--- src/rtl/nn_pkg.sv ---
// Shared definitions for the feature-map streamers:
// FSM encoding plus padded-side and counter-width helpers.
package nn_pkg;

    typedef enum logic [1:0] {
        ST_IDLE,
        ST_ISSUE,
        ST_GAP,
        ST_DRAIN
    } stream_state_e;

    function automatic int side_len(input int in_sz, input int pad);
        return in_sz + 2 * pad;
    endfunction

    function automatic int cnt_width(input int p);
        return (p > 1) ? $clog2(p) : 1;
    endfunction

endpackage

--- src/rtl/fmap_mem_if.sv ---
// Synchronous-read memory port used by the streamers.
// The streamer is master; the memory is slave.
interface fmap_mem_if #(
    parameter int N      = 8,
    parameter int ADDR_W = 16
);
    logic              mem_rd_en;
    logic [ADDR_W-1:0] mem_addr;
    logic [N-1:0]      mem_rdata;

    modport master (
        output mem_rd_en,
        output mem_addr,
        input  mem_rdata
    );

    modport slave (
        input  mem_rd_en,
        input  mem_addr,
        output mem_rdata
    );
endinterface

--- src/rtl/fmap_addr_gen.sv ---
// Raster row/col walker over the padded map: pad flag,
// last-pixel flag and wrapped read address for the current pixel.
module fmap_addr_gen
    import nn_pkg::*;
#(
    parameter int INPUT_SIZE = 6,
    parameter int PADDING    = 0,
    parameter int ADDR_W     = 16
) (
    input  logic              clk,
    input  logic              rst,
    input  logic              load,
    input  logic              step,
    input  logic [ADDR_W-1:0] base_addr,
    output logic              pad,
    output logic              last,
    output logic [ADDR_W-1:0] addr
);
    localparam int P  = side_len(INPUT_SIZE, PADDING);
    localparam int CW = cnt_width(P);

    logic [CW-1:0]     row_q, row_d;
    logic [CW-1:0]     col_q, col_d;
    logic [ADDR_W-1:0] base_q, base_d;
    logic [ADDR_W-1:0] r_off, c_off;

    assign last = (row_q == CW'(P - 1)) && (col_q == CW'(P - 1));

    assign pad = (int'(row_q) < PADDING)
              || (int'(row_q) >= PADDING + INPUT_SIZE)
              || (int'(col_q) < PADDING)
              || (int'(col_q) >= PADDING + INPUT_SIZE);

    // Offsets wrap naturally at ADDR_W bits
    assign r_off = ADDR_W'(row_q) - ADDR_W'(PADDING);
    assign c_off = ADDR_W'(col_q) - ADDR_W'(PADDING);
    assign addr  = base_q + r_off * ADDR_W'(INPUT_SIZE) + c_off;

    always_comb begin
        row_d  = row_q;
        col_d  = col_q;
        base_d = base_q;
        if (load) begin
            row_d  = '0;
            col_d  = '0;
            base_d = base_addr;
        end else if (step) begin
            if (last) begin
                row_d = '0;
                col_d = '0;
            end else if (col_q == CW'(P - 1)) begin
                col_d = '0;
                row_d = row_q + 1'b1;
            end else begin
                col_d = col_q + 1'b1;
            end
        end
    end

    always_ff @(posedge clk) begin
        if (rst) begin
            row_q  <= '0;
            col_q  <= '0;
            base_q <= '0;
        end else begin
            row_q  <= row_d;
            col_q  <= col_d;
            base_q <= base_d;
        end
    end
endmodule

--- src/rtl/fmap_streamer.sv ---
// Streams a zero-padded feature map from memory into conv_unit,
// one pixel per issue slot with optional idle gaps.
module fmap_streamer
    import nn_pkg::*;
#(
    parameter int N          = 8,
    parameter int INPUT_SIZE = 6,
    parameter int PADDING    = 0,
    parameter int VLD_GAP    = 1,
    parameter int ADDR_W     = 16
) (
    input  logic              clk,
    input  logic              rst,
    input  logic              ce,
    input  logic              start,
    input  logic [ADDR_W-1:0] base_addr,
    fmap_mem_if.master        mem,
    output logic              out_vld,
    output logic [N-1:0]      out_dout,
    output logic              out_last,
    output logic              busy,
    output logic              done
);
    localparam int GW = (VLD_GAP > 1) ? $clog2(VLD_GAP) : 1;

    stream_state_e   state_q, state_d;
    logic [GW-1:0]   gap_q, gap_d;
    logic            vld_q, vld_d;
    logic            pad_q, pad_d;
    logic            last_q, last_d;
    logic            done_q, done_d;
    logic            load, issue;
    logic            ag_pad, ag_last;
    logic [ADDR_W-1:0] ag_addr;

    fmap_addr_gen #(
        .INPUT_SIZE (INPUT_SIZE),
        .PADDING    (PADDING),
        .ADDR_W     (ADDR_W)
    ) u_addr_gen (
        .clk       (clk),
        .rst       (rst),
        .load      (load),
        .step      (issue),
        .base_addr (base_addr),
        .pad       (ag_pad),
        .last      (ag_last),
        .addr      (ag_addr)
    );

    always_comb begin
        state_d = state_q;
        gap_d   = gap_q;
        vld_d   = vld_q;
        pad_d   = pad_q;
        last_d  = last_q;
        done_d  = done_q;
        load    = 1'b0;
        issue   = 1'b0;
        if (ce) begin
            vld_d  = 1'b0;
            pad_d  = 1'b0;
            last_d = 1'b0;
            done_d = 1'b0;
            unique case (state_q)
                ST_IDLE: begin
                    // A start seen alongside done waits one cycle
                    if (start && !done_q) begin
                        load    = 1'b1;
                        state_d = ST_ISSUE;
                    end
                end
                ST_ISSUE: begin
                    issue  = 1'b1;
                    vld_d  = 1'b1;
                    pad_d  = ag_pad;
                    last_d = ag_last;
                    if (ag_last) begin
                        state_d = ST_DRAIN;
                    end else if (VLD_GAP > 0) begin
                        state_d = ST_GAP;
                        gap_d   = '0;
                    end
                end
                ST_GAP: begin
                    if (gap_q == GW'(VLD_GAP - 1)) begin
                        state_d = ST_ISSUE;
                    end else begin
                        gap_d = gap_q + 1'b1;
                    end
                end
                ST_DRAIN: begin
                    state_d = ST_IDLE;
                    done_d  = 1'b1;
                end
                default: state_d = ST_IDLE;
            endcase
        end
    end

    always_ff @(posedge clk) begin
        if (rst) begin
            state_q <= ST_IDLE;
            gap_q   <= '0;
            vld_q   <= 1'b0;
            pad_q   <= 1'b0;
            last_q  <= 1'b0;
            done_q  <= 1'b0;
        end else begin
            state_q <= state_d;
            gap_q   <= gap_d;
            vld_q   <= vld_d;
            pad_q   <= pad_d;
            last_q  <= last_d;
            done_q  <= done_d;
        end
    end

    assign mem.mem_rd_en = issue && !ag_pad && !rst;
    assign mem.mem_addr  = mem.mem_rd_en ? ag_addr : '0;

    assign out_vld  = vld_q && ce && !rst;
    assign out_dout = (out_vld && !pad_q) ? mem.mem_rdata : '0;
    assign out_last = out_vld && last_q;
    assign busy     = !rst && ((state_q != ST_IDLE) || done_q);
    assign done     = done_q && ce && !rst;
endmodule

--- src/flat_wrapper.sv ---
// flat-port wrapper written by rule: the top's interface ports become plain ports
module fmap_streamer_flat import nn_pkg::*;
#(
    parameter int N          = 8,
    parameter int INPUT_SIZE = 6,
    parameter int PADDING    = 0,
    parameter int VLD_GAP    = 1,
    parameter int ADDR_W     = 16
)
  (clk, rst, ce, start, base_addr, out_vld, out_dout, out_last, busy, done, mem_mem_rd_en, mem_mem_addr, mem_mem_rdata);
  fmap_mem_if #(.N(N), .ADDR_W(ADDR_W)) mem_i ();
  input  logic clk;
  input  logic rst;
  input  logic ce;
  input  logic start;
  input  logic [ADDR_W-1:0] base_addr;
  output logic out_vld;
  output logic [N-1:0] out_dout;
  output logic out_last;
  output logic busy;
  output logic done;
  output wire logic [$bits(mem_i.mem_rd_en)-1:0] mem_mem_rd_en;
  output wire logic [$bits(mem_i.mem_addr)-1:0] mem_mem_addr;
  input wire logic [$bits(mem_i.mem_rdata)-1:0] mem_mem_rdata;
  assign mem_mem_rd_en = mem_i.mem_rd_en;
  assign mem_mem_addr = mem_i.mem_addr;
  assign mem_i.mem_rdata = mem_mem_rdata;
  fmap_streamer #(.N(N), .INPUT_SIZE(INPUT_SIZE), .PADDING(PADDING), .VLD_GAP(VLD_GAP), .ADDR_W(ADDR_W)) u_core (.clk(clk), .rst(rst), .ce(ce), .start(start), .base_addr(base_addr), .mem(mem_i), .out_vld(out_vld), .out_dout(out_dout), .out_last(out_last), .busy(busy), .done(done));
endmodule
--- config.mk ---
export PLATFORM = sky130hd
export DESIGN_NAME = fmap_streamer_flat
export DESIGN_NICKNAME = d
export VERILOG_FILES = /design/src/rtl/nn_pkg.sv /design/src/rtl/fmap_mem_if.sv /design/src/rtl/fmap_addr_gen.sv /design/src/rtl/fmap_streamer.sv /design/src/flat_wrapper.sv
export SDC_FILE = /design/constraint.sdc
export NUM_CORES = 1
export LEC_CHECK = 0
export CORE_MARGIN = 4
export CORE_UTILIZATION = 53
export CTS_BUF_LIST = sky130_fd_sc_hd__clkbuf_4
export CTS_CLUSTER_DIAMETER = 80
export CTS_CLUSTER_SIZE = 28
export DETAILED_ROUTE_END_ITERATION = 10
export PLACE_DENSITY = 0.88
export RECOVER_POWER = 100
export SLEW_MARGIN = 20
export SYNTH_ARGS = -nofsm -noshare
export SYNTH_HDL_FRONTEND = slang
export SYNTH_SLANG_ARGS = --single-unit
--- constraint.sdc ---
create_clock -name clk -period 4.9 [get_ports clk]
set_input_delay 0.98 -clock clk [delete_from_list [all_inputs] [get_ports clk]]
set_output_delay 0.98 -clock clk [all_outputs]
set_load 0.02 [all_outputs]
==> flow_summary.yaml, run 1 <==
synth:
  synth_commonest_cells: "nand2_1, a21oi_1, dfxtp_1"
  synth_edf_count: 0
  yosys.area.top_type: "dfxtp_1"
  syn-cell-area_um2: 1930
  ys_types: 44
  synth_area_leaders: "dfxtp_1, ha_1, a21oi_1"
  synthArstFlopShare: 0
  netlist_instances: 242
  yosysSeqAreaShare: 0.291
  synth.avg_cell_area_um2: 7.96
  synthMostInstantiatedCell: "nand2_1"
  yosys_register_bits: 28
  yosysWarningCount: 0
  synthFlopType: "dfxtp_1"
  synth_nets: 289
  post-synth-top-area-fraction: 0.291
final_layout:
  layout-drive-gt1-share: 0.0546
  fin_area_um2: 2540
  area_growth_pct: 31.9
  nets: 342
  post-route-util: 0.744
  finalNonFillerCells: 339
  diodes: 0
clocking:
  clkSinkCount: 28
  cts_root_buf: "clkbuf_4"
  cts_hold_buf: 0
  numCtsBuffers: 3
  clk_pin_slew_ns: 0.14
  htree_levels: 1
  cts_tree: "done"
  clock_latency_ns: 0.33
  clk_path_buf_depth: 2
detailed_routing:
  drtIter0Drc: 143
  wire_per_inst_um: 14.2
  drc: 0
  postRouteAntennaNets: 0
  vias_per_cell: 5.60
  drt_first_pass_iters: 4
  dr_total_vias: 1900
  wirelength_um: 4800
worst_setup_path:
  ff2ff_setup_slack_ns: 3.26
  setup.worst_path.end_class: "output port"
  slowest_stage: "clkdlybuf4s50_1"
  timing.rr.end: "u_core.u_addr_gen.base_q[1]"
  critPathRequiredTime_ns: 3.92
  critPathMaxFanout: 6
  worst_path_most_repeated_cell: "ha_1"
  critPathKind: "register to output port"
  crit_start: "u_core.u_addr_gen.row_q[0]"
  critical_path.cell_chain: "ha_1, fa_1, xor2_1, ha_1, ha_1, and3_4, o21ai_1, a211oi_2, mux2i_1, clkdlybuf4s50_1"
  r2r_cells: 4
  startpoint_type: "register"
  rr_startpoint: "u_core.state_q[1]"
  cp.arrival_ns: 3.81
  critical_path.max_stage_delay_ns: 0.63
power_and_ir_drop:
  power.density_nw_per_um2: 158
  vdd_drop_max_v: 0.000157
  p_leak_uw: 0.00101
outcome:
  status: "finished clean"
global_routing:
  grt_pass1_wl_um: 7340
  met2_usage: 0.325
  use_met1: 0.281
  use_met3: 0.0296
  grt_pass1_vias: 1641
  antenna_found_initial: 0
  overflow: 0
  grt_busiest_layer: "met2"
  grt_max_degree: 32
  grt_use_total: 0.204
floorplanning:
  die_w_um: 68.3
  die_area_um2: 4660
  io_pins: 57
  start_util: 0.564
  die_h_um: 68.3
  rows: 21
  core_um2: 3420
place:
  place_ws_ns: 0.403
  dp_hpwl_um: 3630
  placedCellCount: 335
  portBuffers: 56
  placed_area_um2: 2500
  place.gp.congestion: 0.854
min_path:
  holdPathStages: 2
  hold_class: "register to register"
  hold_start: "u_core.vld_q"
  min_to: "u_core.vld_q"
timing:
  final-hold-violation-count: 0
  period_needed_ns: 4.79
  maxSlewHeadroom: 0.118
  setup_tns_ns: 0
  drv_slew: 0
  setup_viol: 0
  setup_ws_ns: 0.109
  fmax_ghz: 0.209
  finalCritPeriodShare: 0.978
  worst_pin_slew_ns: 1.32
  final.setup_skew_ns: 0.00678
job:
  maxCapViolations: 0
## placed cells by master, fill, tap and decap left out, types with 4 or more instances in the layout
master	count
a21oi_1	34
and2_1	12
clkdlybuf4s50_1	36
dfxtp_1	26
dlygate4sd3_1	19
fa_1	4
ha_1	15
inv_1	11
nand2_1	43
nand3_1	6
nor2_1	10
nor3_1	9
nor3b_1	4
o31ai_1	4
or3_1	4
or4_1	4
## sequential cells by signal (all words and copies together) (netlist names)
register and count:
u_core.done_q 1, u_core.vld_q 1, u_core.state_q 2, u_core.u_addr_gen.col_q 3, u_core.u_addr_gen.row_q 3, u_core.pad_q 1
u_core.u_addr_gen.base_q 16, u_core.last_q 1
## cells by family (layout without fill, tap and decap cells)
family          Yosys count  count (layout)  synth area share
xor+xnor                  6               6            0.0273
compound gates           56              57             0.182
mux                       3               3            0.0156
simple gates            109             109             0.295
buf+inv                  21              71            0.0500
fa+ha+maj                19              19             0.139
flops                    28              28             0.291
## metrics by stage
step	total power [uW]	hold WS, ns
after CTS	405	0.470
after floorplan	280	0.432
final	401	0.466
after detailed placement	314	0.451
after global placement	311	0.439
after global routing	421	0.493
## timing repair
action                                  4_1_cts  5_1_grt
buffers inserted                              0        0
resized for setup                             0        7
endpoints found under the setup margin        0        9
## metal layers
layer | share of wire | vias to the layer above
li1 | - | 955
met1 | 0.44 | 877
met2 | 0.49 | 60
met3 | 0.055 | 8
met4 | 0.013 | 0
met5 | 0 | -
## final cells by class
class                           count  area (um^2)
Clock buffer                        3         22.5
Fill cell                         283          873
Inverter                           11         41.3
Multi-Input combinational cell    194         1300
Sequential cell                    28          563
Tap cell                           46         57.6
Timing Repair Buffer               57          558
## how the worst max path moves through the flow
stage                             endpoint  cells after the start
final                     mem_mem_addr[14]                     10
after global routing      mem_mem_addr[14]                     10
after CTS                 mem_mem_addr[14]                     10
after detailed placement  mem_mem_addr[14]                     10
after global placement    mem_mem_addr[15]                     10
after floorplan           mem_mem_addr[15]                      9
## worst max-delay path, delay by kind of cell (launching register included)
family / cells / cell delay (ns)
compound gates: 2 / 0.48
buf+inv: 1 / 0.63
mux: 1 / 0.25
fa+ha+maj: 4 / 1.32
flops: 1 / 0.38
xor+xnor: 1 / 0.15
simple gates: 1 / 0.25
## report_power, final
| group | leakage (uW) | internal (uW) | switching [uW] |
|---|---|---|---|
| registers | 0.000229 | 235 | 8.29 |
| logic | 0.000765 | 33.1 | 31.5 |
| clock network | 0.0000138 | 28.9 | 64.2 |
Power figures use the tool's default switching activity.
==> inputs of run 2 (changes only) <==
PLACE_DENSITY = 0.92   (was 0.88)
==> run 2 against run 1 <==
Critical path depth did not move; sequential power barely moved; die area did not move; non-clock buffer count did not move; critical path type unchanged; combinational power barely moved; maximum frequency rose by 1.4%; wire length fell by 1.4%.
==> flow_summary.yaml, run 2 (same netlist as run 1, synthesis figures left out) <==
worst_setup_path:
  crit_buf_inv: 1
  critical_path.max_stage_delay_ns: 0.69
  slowest_stage: "dlygate4sd3_1"
  critPathKind: "register to output port"
  critical_path.cell_chain: "ha_1, fa_1, xor2_1, ha_1, ha_1, a21o_1, a21oi_1, o211ai_1, a21oi_1, dlygate4sd3_1"
  crit_family: "adder cells"
  startpoint_type: "register"
  setup.worst_path.end_class: "output port"
  critPathMaxFanout: 6
  path_depth: 10
  r2r_cells: 4
  cp.arrival_ns: 3.75
  critPathRequiredTime_ns: 3.92
  worst_path_most_repeated_cell: "ha_1"
detailed_routing:
  drt_first_pass_iters: 4
  wire_per_inst_um: 14.0
  wirelength_um: 4740
  postRouteAntennaNets: 0
  vias_per_cell: 5.55
  drc: 0
  dr_total_vias: 1880
  drtIter0Drc: 119
outcome:
  status: "finished clean"
final_layout:
  layout-drive-gt1-share: 0.0478
  reg_top3: "u_core.u_addr_gen.base_q (16), u_core.u_addr_gen.col_q (3), u_core.u_addr_gen.row_q (3)"
  area_growth_pct: 31.6
  nets: 342
  regMostFlops: "u_core.u_addr_gen.base_q"
  final_common_cell: "nand2_1"
  largest_reg_flops: 16
  post-route-util: 0.742
  final_cell_mix: "nand2_1, clkdlybuf4s50_1, a21oi_1, dfxtp_1, ha_1"
  n_fill_cell: 269
  diodes: 0
floorplanning:
  core_um2: 3420
  rows: 21
  start_util: 0.564
  die_area_um2: 4660
  die_h_um: 68.3
  io_pins: 57
  die_w_um: 68.3
clocking:
  clkSinkCount: 28
  htree_levels: 1
  clk_pin_slew_ns: 0.14
  cts_root_buf: "clkbuf_4"
  clock_latency_ns: 0.32
  clk_path_buf_depth: 2
  numCtsBuffers: 3
  cts_hold_buf: 0
  cts_tree: "done"
timing:
  final-hold-violation-count: 0
  worst_pin_slew_ns: 1.32
  fmax_ghz: 0.212
  final.setup_skew_ns: 0.00277
  drv_slew: 0
  maxSlewHeadroom: 0.118
  finalCritPeriodShare: 0.964
  setup_tns_ns: 0
  period_needed_ns: 4.73
  setup_viol: 0
job:
  maxCapViolations: 0
global_routing:
  grt_pass1_wl_um: 7310
  grt_use_total: 0.202
  overflow: 0
  grt_max_degree: 32
  antenna_found_initial: 0
  grt_pass1_vias: 1679
place:
  place.gp.congestion: 0.861
  dp_hpwl_um: 3590
  portBuffers: 56
power_and_ir_drop:
  power.switching_uw: 103
  combPwrFrac: 0.162
  power.density_nw_per_um2: 158
  power.share.clock: 0.230
  vdd_drop_max_v: 0.000127
  switching_share: 0.258
  internal_power_uw: 297
  seqPwrFrac: 0.608
  p_leak_uw: 0.000991
min_path:
  hold_class: "register to register"
  holdPathStages: 2
[run 2: power by group through the flow]
stage               Sequential, uW  Clock (uW)  Combinational, uW
floorplan                      245           0               35.2
global placement               248           0               63.2
detailed placement             248           0               64.8
CTS                            243        96.1               65.2
global route                   245         105               71.5
finish                         244        92.2               64.9
[run 2: worst register-to-register path: stages, from the launching register on]
cell,delay (ns)
dfxtp_1,0.41
nor2_1,0.15
and3_1,0.70
nand2_1,0.15
a21oi_1,0.17
[run 2: timing repair]
action,in CTS,in global routing
gates resized for setup,0,6
setup endpoints to repair,0,8
endpoints found under the hold margin,0,0
buffers inserted,0,0
[run 2: final cells by class]
cell class	count	area, um^2	area share
flip-flops and latches	28	563	0.222
well taps	46	57.6	0.0227
clock buffers	3	22.5	0.00888
multi-input cells	194	1290	0.510
repair buffers	57	558	0.220
inverters	11	41.3	0.0163
[run 2: final timing paths]
path,startpoint,to,slack [ns]
setup / recovery,u_core.u_addr_gen.row_q[0],mem_mem_addr[8],0.17
hold / removal,u_core.u_addr_gen.base_q[2],u_core.u_addr_gen.base_q[2],0.47
setup reg to reg,u_core.state_q[1],u_core.u_addr_gen.base_q[0],3.24
hold reg to reg,u_core.u_addr_gen.base_q[2],u_core.u_addr_gen.base_q[2],0.47
[run 2: routing by layer]
layer	global-route usage	vias up	part of all wire
met5	0	-	0
met4	0.0422	0	0.0061
met3	0.0213	2	0.041
met2	0.342	45	0.51
met1	0.278	872	0.45
li1	-	961	-
[run 2: stage by stage]
step           total power, uW  hold slack [ns]  worst slack [ns]  area, um^2  instances
6_report                   401            0.466             0.174        2540        339
5_1_grt                    422            0.485          -0.00358        2540        339
4_1_cts                    405            0.466            0.0601        2520        338
3_5_place_dp               313            0.447             0.464        2500        335
3_3_place_gp               311            0.439             0.528        2500        335
2_1_floorplan              280            0.432              1.01        1930        242
